--- config.mk ---
export PLATFORM = sky130hd
export DESIGN_NAME = spram_arbiter
export DESIGN_NICKNAME = d
export VERILOG_FILES = /design/src/rtl/spram_arbiter.sv
export SDC_FILE = /design/constraint.sdc
export NUM_CORES = 1
export LEC_CHECK = 0
export BUFFER_PORTS_ARGS = -buffer_cell sky130_fd_sc_hd__buf_2
export CORE_MARGIN = 5
export CORE_UTILIZATION = 45
export CTS_BUF_LIST = sky130_fd_sc_hd__clkbuf_8 sky130_fd_sc_hd__clkbuf_16
export DETAILED_ROUTE_END_ITERATION = 10
export PLACE_DENSITY = 0.81
export SLEW_MARGIN = 20
export SYNTH_ARGS = -nofsm -noshare
export SYNTH_HDL_FRONTEND = slang
export SYNTH_SLANG_ARGS = --single-unit
--- constraint.sdc ---
create_clock -name clk -period 2.2 [get_ports clk]
set_input_delay 0.44 -clock clk [delete_from_list [all_inputs] [get_ports clk]]
set_output_delay 0.44 -clock clk [all_outputs]
set_load 0.005 [all_outputs]
--- src/rtl/spram_arbiter.sv ---
// spram_arbiter: two-requester arbiter/sequencer for a single-port RAM.
// Owner A or B streams one beat per cycle into registered RAM address,
// data and write-enable outputs. Read data returns through a tag pipe so
// each rvalid lands on the requester that issued the read.
// Optional feature: define SPRAM_ARB_PRIO_EN for fixed A priority
// (A wins ties, preempts B, is never burst-limited). Default is round-robin
// with a MAX_BURST fairness limit.
module spram_arbiter #(
  parameter int AW        = 10,
  parameter int DW        = 16,
  parameter int RD_LAT    = 1,
  parameter int MAX_BURST = 16
) (
  input  logic          clk,
  input  logic          rst,
  input  logic          a_req_i,
  input  logic          b_req_i,
  input  logic          a_we_i,
  input  logic          b_we_i,
  input  logic [AW-1:0] a_addr_i,
  input  logic [AW-1:0] b_addr_i,
  input  logic [DW-1:0] a_wdata_i,
  input  logic [DW-1:0] b_wdata_i,
  output logic          a_gnt_o,
  output logic          b_gnt_o,
  output logic          a_rvalid_o,
  output logic          b_rvalid_o,
  output logic [DW-1:0] a_rdata_o,
  output logic [DW-1:0] b_rdata_o,
  output logic [AW-1:0] ram_addr_o,
  output logic [DW-1:0] ram_din_o,
  output logic          ram_we_o,
  input  logic [DW-1:0] ram_dout_i,
  output logic          busy_o
);

`ifdef SPRAM_ARB_PRIO_EN
  localparam bit PRIO_EN = 1'b1;
`else
  localparam bit PRIO_EN = 1'b0;
`endif

  localparam logic [7:0] BURST_LAST = 8'(MAX_BURST - 1);

  typedef enum logic [1:0] {IDLE, OWN_A, OWN_B} state_e;

  state_e        state_q, state_d;
  logic          last_b_q, last_b_d;      // 1: B was served most recently
  logic [7:0]    burst_cnt_q, burst_cnt_d;
  logic [AW-1:0] ram_addr_q, ram_addr_d;
  logic [DW-1:0] ram_din_q, ram_din_d;
  logic          ram_we_q, ram_we_d;
  logic [RD_LAT:0] vld_pipe_q;            // read tag valid, stage RD_LAT is output
  logic [RD_LAT:0] own_pipe_q;            // read tag owner, 1 = B
  logic          a_beat, b_beat;
  logic          rd_push, rd_own_b;
  logic          at_limit;

  assign a_gnt_o  = (state_q == OWN_A);
  assign b_gnt_o  = (state_q == OWN_B);
  assign a_beat   = a_gnt_o && a_req_i;
  assign b_beat   = b_gnt_o && b_req_i;
  assign at_limit = (burst_cnt_q == BURST_LAST);

  // Next owner, fairness pointer and burst counter.
  always_comb begin
    state_d     = state_q;
    last_b_d    = last_b_q;
    burst_cnt_d = burst_cnt_q;
    unique case (state_q)
      IDLE: begin
        if (a_req_i && b_req_i) state_d = (PRIO_EN || last_b_q) ? OWN_A : OWN_B;
        else if (a_req_i)       state_d = OWN_A;
        else if (b_req_i)       state_d = OWN_B;
      end
      OWN_A: begin
        if (!a_req_i) begin
          last_b_d = 1'b0;
          state_d  = b_req_i ? OWN_B : IDLE;
        end else if (PRIO_EN) begin
          // A is never preempted; the count is irrelevant here
          burst_cnt_d = '0;
        end else if (at_limit) begin
          burst_cnt_d = '0;
          if (b_req_i) begin
            last_b_d = 1'b0;
            state_d  = OWN_B;
          end
        end else begin
          burst_cnt_d = burst_cnt_q + 8'd1;
        end
      end
      OWN_B: begin
        if (!b_req_i) begin
          last_b_d = 1'b1;
          state_d  = a_req_i ? OWN_A : IDLE;
        end else if (PRIO_EN && a_req_i) begin
          // B's beat this cycle still completes; A takes over next edge
          last_b_d = 1'b1;
          state_d  = OWN_A;
        end else if (at_limit) begin
          burst_cnt_d = '0;
          if (a_req_i) begin
            last_b_d = 1'b1;
            state_d  = OWN_A;
          end
        end else begin
          burst_cnt_d = burst_cnt_q + 8'd1;
        end
      end
      default: state_d = IDLE;
    endcase
    if (state_d != state_q) burst_cnt_d = '0;
  end

  // Load the accepted beat into the RAM port registers; idle cycles drop we.
  always_comb begin
    ram_we_d   = 1'b0;
    ram_addr_d = ram_addr_q;
    ram_din_d  = ram_din_q;
    rd_push    = 1'b0;
    rd_own_b   = 1'b0;
    if (a_beat) begin
      ram_we_d   = a_we_i;
      ram_addr_d = a_addr_i;
      ram_din_d  = a_wdata_i;
      rd_push    = !a_we_i;
    end else if (b_beat) begin
      ram_we_d   = b_we_i;
      ram_addr_d = b_addr_i;
      ram_din_d  = b_wdata_i;
      rd_push    = !b_we_i;
      rd_own_b   = 1'b1;
    end
  end

  // Control and RAM port registers.
  always_ff @(posedge clk or posedge rst) begin
    if (rst) begin
      state_q     <= IDLE;
      last_b_q    <= 1'b1;
      burst_cnt_q <= '0;
      ram_addr_q  <= '0;
      ram_din_q   <= '0;
      ram_we_q    <= 1'b0;
    end else begin
      state_q     <= state_d;
      last_b_q    <= last_b_d;
      burst_cnt_q <= burst_cnt_d;
      ram_addr_q  <= ram_addr_d;
      ram_din_q   <= ram_din_d;
      ram_we_q    <= ram_we_d;
    end
  end

  // Read tag pipe: 1 stage for the address register plus RD_LAT for the RAM.
  always_ff @(posedge clk or posedge rst) begin
    if (rst) begin
      vld_pipe_q <= '0;
      own_pipe_q <= '0;
    end else begin
      vld_pipe_q <= {vld_pipe_q[RD_LAT-1:0], rd_push};
      own_pipe_q <= {own_pipe_q[RD_LAT-1:0], rd_own_b};
    end
  end

  assign a_rvalid_o = vld_pipe_q[RD_LAT] && !own_pipe_q[RD_LAT];
  assign b_rvalid_o = vld_pipe_q[RD_LAT] &&  own_pipe_q[RD_LAT];
  assign a_rdata_o  = ram_dout_i;
  assign b_rdata_o  = ram_dout_i;
  assign ram_addr_o = ram_addr_q;
  assign ram_din_o  = ram_din_q;
  assign ram_we_o   = ram_we_q;
  assign busy_o     = (state_q != IDLE) || (|vld_pipe_q);

endmodule

**Yosys cells after proc, flatten, opt, wreduce, memory -nomap -nowiden**

Index checks and enable logic that the tools add are counted.
Widths: inputs -> output; s select.

- Bits in registers: 42
- Latch bits: 0
- Memory bits (writable): 0
- Memory bits (read-only): 0
- Input port bits: 74
- Output and inout bits: 64
- Logic and storage cells: 70
- Memories: 0

- $add $sub $neg: 1
- $mul: 0
- Divide/modulo/power cells: 0
- Order comparisons: 0
- Equality and inequality tests: 10
- Shifts and indexed selects: 0
- Muxes and demuxes: 34
- Bitwise operators: 0
- Reductions and logical operators: 17

Operators by type and width:

| kind | number |
|---|---|
| $mux 16 | 2 |
| $mux 8 | 4 |
| $mux 10 | 2 |
| $mux 2 | 10 |
| $pmux 8 s2 | 1 |
| $mux 1 | 13 |
| $ne 3x2->1 const B | 4 |
| $add 8x1->8 const B | 1 |
| $eq 8x4->1 const B | 1 |
| $ne 3x3->1 const B | 2 |
| $pmux 2 s3 | 1 |
| $reduce_bool 2->1 | 3 |
| $logic_and 1x1->1 | 5 |
| $reduce_and 5->1 | 1 |
| $logic_not 1->1 | 3 |
| $reduce_and 3->1 | 1 |
| $reduce_bool 3->1 | 1 |
| $eq 2x1->1 const B | 1 |
| $eq 2x2->1 const B | 1 |
| $logic_not 2->1 | 1 |
| $ne 2x2->1 | 1 |
| $pmux 1 s2 | 1 |
| $reduce_or 2->1 | 1 |
| $logic_or 1x1->1 | 1 |

**Depth between registers and ports, before layout**

- Depth after elaboration: 7
- Mapped depth: 8
- Gate-level depth less buffers: 7

**Worst setup path after synthesis**

Ideal clock, no wire load.

- Path type: reg2reg
- Start point: register state_q[0]
- End point: register ram_din_q[7], in the netlist ram_din_o[7]
- Setup time: 0.135 ns
- Data arrival time: 1.698 ns
- Required time: 2.065 ns
- Path slack: 0.367 ns
- Stages on the path, launching flop included: 8
- Path buffers: 2
- Period minus slack after synthesis: 1.833 ns
- Cell sequence: dfrtp_1 -> inv_1 -> ha_1 -> and2_1 -> buf_2 -> buf_2 -> mux2i_1 -> o21ai_0

- Cells in the longest elaborated chain, start to end: 3
- Elaborated cells between the ends (all ways): 6
- Those cells by class: eq/ne: 2; mux: 1; reduce/logical: 3

RTL lines:

| element | line | source |
|---|---|---|
| start, declared | 47 | `state_e state_q, state_d;` |
| start signal, assigned | 147 | `state_q <= state_d;` |
| $eq 2x2->1 | 60 | `assign b_gnt_o = (state_q == OWN_B);` |
| net b_gnt_o | 25 | `output logic b_gnt_o,` |
| $logic_and 1x1->1 | 62 | `assign b_beat = b_gnt_o && b_req_i;` |
| $reduce_bool 2->1 (no line) | - |  |
| end signal, assigned | 151 | `ram_din_q <= ram_din_d;` |
| end, declared | 51 | `logic [DW-1:0] ram_din_q, ram_din_d;` |

The timed path passes the listed nets, and every way through them passes these cells.
A chain may end at the register's enable or synchronous reset.

**Worst setup path in the final report**

- Start point: register state_q[0]
- End point: register burst_cnt_q[4]

- Cells in the longest elaborated chain, start to end: 7
- Elaborated cells between the ends (all ways): 19
- Those cells by class: eq/ne: 5; mux: 11; reduce/logical: 3

RTL lines:

| element | line | source |
|---|---|---|
| $mux 2 (on tied branches) | 103, 74, 85 |  |
| $mux 2 (on tied branches) | 101, 73, 83 |  |
| $mux 2 (on tied branches) | 94, 72, 77 |  |
| $pmux 2 s3 | 70 | `unique case (state_q)` |
| $ne 2x2->1 | 113 | `if (state_d != state_q) burst_cnt_d = '0;` |
| $ne 3x2->1 (no line) / $reduce_bool 3->1 (equally long branches) | - |  |
| $reduce_and 3->1 (no line) | - |  |
| end signal, assigned | 149 | `burst_cnt_q <= burst_cnt_d;` |
| end, declared | 49 | `logic [7:0] burst_cnt_q, burst_cnt_d;` |

Several ways; a longest one is shown, not always the timed one.

==> impl_metrics.csv <==
group,metric,value,unit
run_status,outcome,"completed",
clock_tree,cts_inserted_buffers,5,
clock_tree,cts.repair.resized,0,
setup_path,timing.critical_path.slowest_stage_cell,"dfrtp_1",
pwr,post-layout-total-power,0.00327,W
clock_tree,cts-root-to-sink-buffers,2,
synth,postSynthAreaPerCell,9.39,µm²
die,core_area,0.00541,mm²
timing,fmaxAchievable,490,MHz
place,total_half_perimeter_wirelength_after_legalization_and_detailed_placement,4090,µm
final_layout,areaGrowthSynthToFinish,16.2,%
pwr,static_leakage,1.39,nW
final_layout,inserted_diodes,0,
clock_tree,insertion_delay,0.28,ns
clock_tree,tritoncts,"built",
die,top_level_ports,138,
routing,postRouteWirelength,5390,µm
setup_path,path_class,"reg2reg",
die,rows,27,
timing,final_setup_vio_count,0,
routing,drt_iter0_markers,86,
setup_path,timing.critical_path.from_type,"flip-flop",
synth,top_cells_by_area_in_the_synthesized_netlist,"dfrtp_1, mux2i_1, buf_4, nand2_1, o21ai_0",
synth,synth_flop_cell,"dfrtp_1",
pwr,p_int,0.00202,W
clock_tree,clock_tree.htree_level_count,2,
final_layout,mostFrequentLayoutCell,"buf_2",
die,dieWidth,84.1,µm
global_route,grt_remaining_overflow,0,
global_route,grt_first_pass_wirelength,9470,µm
timing,setup_ws,0.161,ns
clock_tree,post_cts.repair.setup_buffers,0,
pwr,power.share.clock,0.152,
die,die_h,84.1,µm
synth,synth_cell_type_count,43,
routing,ant_nets,0,
setup_path,worstPathArrival,2.24,ns
synth,synthesis_stage_register_bit_count,42,
setup_path,cell_type_with_the_highest_occurrence_count_on_the_critical_path,"inv_1",
synth,syn_inst,263,
die,starting_density,0.457,
synth,synth.net_count,342,
setup_path,end_kind,"flip-flop",
timing,layout_worst_path_cycle_share,0.927,
final_layout,nets,398,
synth,synth_sequential_area_ratio,0.426,
pwr,power_frac_comb,0.457,
timing,clock-skew-final,0.00417,ns
routing,route.detailed.wl_per_inst,13.7,µm
synth,synth.largest_area_cell,"dfrtp_1",
setup_path,max_stage_delay,0.48,ns
global_route,grt_pass1_vias,2092,
pwr,pwr_density_cell,1140,mW/mm²
hold_path,hold_class,"in2async",
timing,sum_of_negative_setup_slack,0,ns
global_route,grt_antenna_before_repair,0,
synth,synth.top_cell.area_share,0.416,
global_route,track_usage,0.159,
timing,min_period,2.04,ns
routing,via_per_inst,5.14,
clock_tree,root_buffer,"clkbuf_8",
clock_tree,postCtsHoldBufs,0,
pwr,swShare,0.382,
final_layout,most-common-layout-cells,"buf_2, dfrtp_1, nand2_1",
clock_tree,cts.sinks,42,
global_route,grt_start_max_net_pins,54,
routing,drc,0,
timing,setup_repair_after_global_routing_missed_its_margin,"false",
pwr,seqPwrFrac,0.391,
setup_path,worst-endpoint-required,2.40,ns
pwr,ir_drop,0.000537,V
synth,ys_async_sr_fraction,1.00,
timing,slew-limit-headroom,0.658,
place,routabilityCongestion,0.904,
timing,tightest_slew,0.513,ns
setup_path,worst_path_maximum_fanout,8,
flow_run,cap_viol_max_count,0,
die,die_outline_area,0.00707,mm²
timing,hold_vio_cnt_final,0,
synth,synth_enable_flop_cells,0,
final_layout,drive_above_1_share,0.353,
timing,finalMaxSlewViolations,0,
place,detailedPlace.worstSlack,0.118,ns
routing,drt_first_pass_iters,4,
setup_path,critical_path.cell_chain,"inv_1, ha_1, inv_1, a221o_1, o311ai_2, mux2i_4, nor3_1",
place,number_of_i_o_port_buffers,89,
clock_tree,worst_setup_hold_path_clk_slew,0.08,ns
setup_path,r2r.worst_path.cells,7,
synth,yosysWarningCount,0,
routing,dr_total_vias,2013,
pwr,p_switching,0.00125,W
synth,syn_area,0.00247,mm²
==> Yosys cell counts, drive strengths merged, types with 2 or more instances <==
master  instances
a21oi           7
a22o            2
and2            3
buf            38
clkbuf          7
dfrtp          41
ha              5
inv             6
mux2i          28
nand2          38
nand2b          2
nand3           4
nor2           12
nor2b           2
nor3           13
o21ai          33
o22ai           3
xnor2           3
==> critical path: cells and delay by family (launching register included) <==
| family | cells | cell delay [ns] |
|---|---|---|
| multiplexers | 1 | 0.18 |
| AO/OA/AOI/OAI | 2 | 0.47 |
| AND/OR/NAND/NOR | 1 | 0.22 |
| adder cells (fa/ha/maj) | 1 | 0.33 |
| buffers and inverters | 2 | 0.27 |
| flip-flops | 1 | 0.48 |
==> flip-flops by register name, summed over array words and instances (netlist names) <==
| name | cells |
|---|---|
| own_pipe_q | 2 |
| ram_we_o | 1 |
| burst_cnt_q | 8 |
| state_q | 2 |
| last_b_q | 1 |
| vld_pipe_q | 2 |
| ram_din_o | 16 |
| ram_addr_o | 10 |
==> final timing paths <==
check	startpoint	endpoint	slack [ns]
max	state_q[0]	burst_cnt_q[4]	0.16
min	rst	ram_addr_o[1]	0.27
max reg2reg	state_q[0]	burst_cnt_q[4]	0.16
min reg2reg	own_pipe_q[0]	own_pipe_q[1]	0.36
max in group asynchronous	rst	last_b_q	1.55
min in group clk	b_we_i	vld_pipe_q[0]	0.34
==> routing by layer <==
layer,GRT usage,share of wire,up-vias
met5,0,0,-
met4,0.0585,0.017,0
met3,0.0573,0.099,11
met2,0.258,0.47,74
met1,0.193,0.41,941
li1,-,-,987
==> power groups by stage <==
| stage | clock [W] | sequential (W) | combinational, W |
|---|---|---|---|
| after global routing | 0.000549 | 0.00132 | 0.00169 |
| after CTS | 0.000517 | 0.00128 | 0.00149 |
| after detailed placement | 0 | 0.00128 | 0.00149 |
| after global placement | 0 | 0.00128 | 0.00144 |
| after floorplan | 0 | 0.00128 | 0.000963 |
| final | 0.000497 | 0.00128 | 0.00149 |
==> final cells by class <==
| type | count | area [µm²] |
|---|---|---|
| Tap cell | 72 | 90.1 |
| Timing Repair Buffer | 94 | 495 |
| Fill cell | 503 | 2540 |
| Clock buffer | 6 | 82.6 |
| Clock inverter | 2 | 8.76 |
| Sequential cell | 42 | 1050 |
| Inverter | 6 | 22.5 |
| Multi-Input combinational cell | 170 | 1120 |
==> stage by stage <==
stage	instances	cell area (µm²)	hold slack, ns	util
after floorplan	263	2470	0.331	-
after global placement	384	2760	0.333	0.510
after detailed placement	384	2760	0.341	0.510
after CTS	392	2850	0.299	0.527
after global routing	392	2870	0.330	0.531
final	392	2870	0.272	0.531
==> kinds of logic after synthesis <==
group / Yosys count / share of synthesized area
buffers and inverters: 51 / 0.129
AOI/OAI and AO/OA: 54 / 0.129
and+or+nand+nor: 79 / 0.158
DFF: 42 / 0.426
muxes: 28 / 0.119
xor gates and xnor gates: 4 / 0.0142
adders and majority gates: 5 / 0.0253
Note: power is estimated with default switching activity, not from simulation.
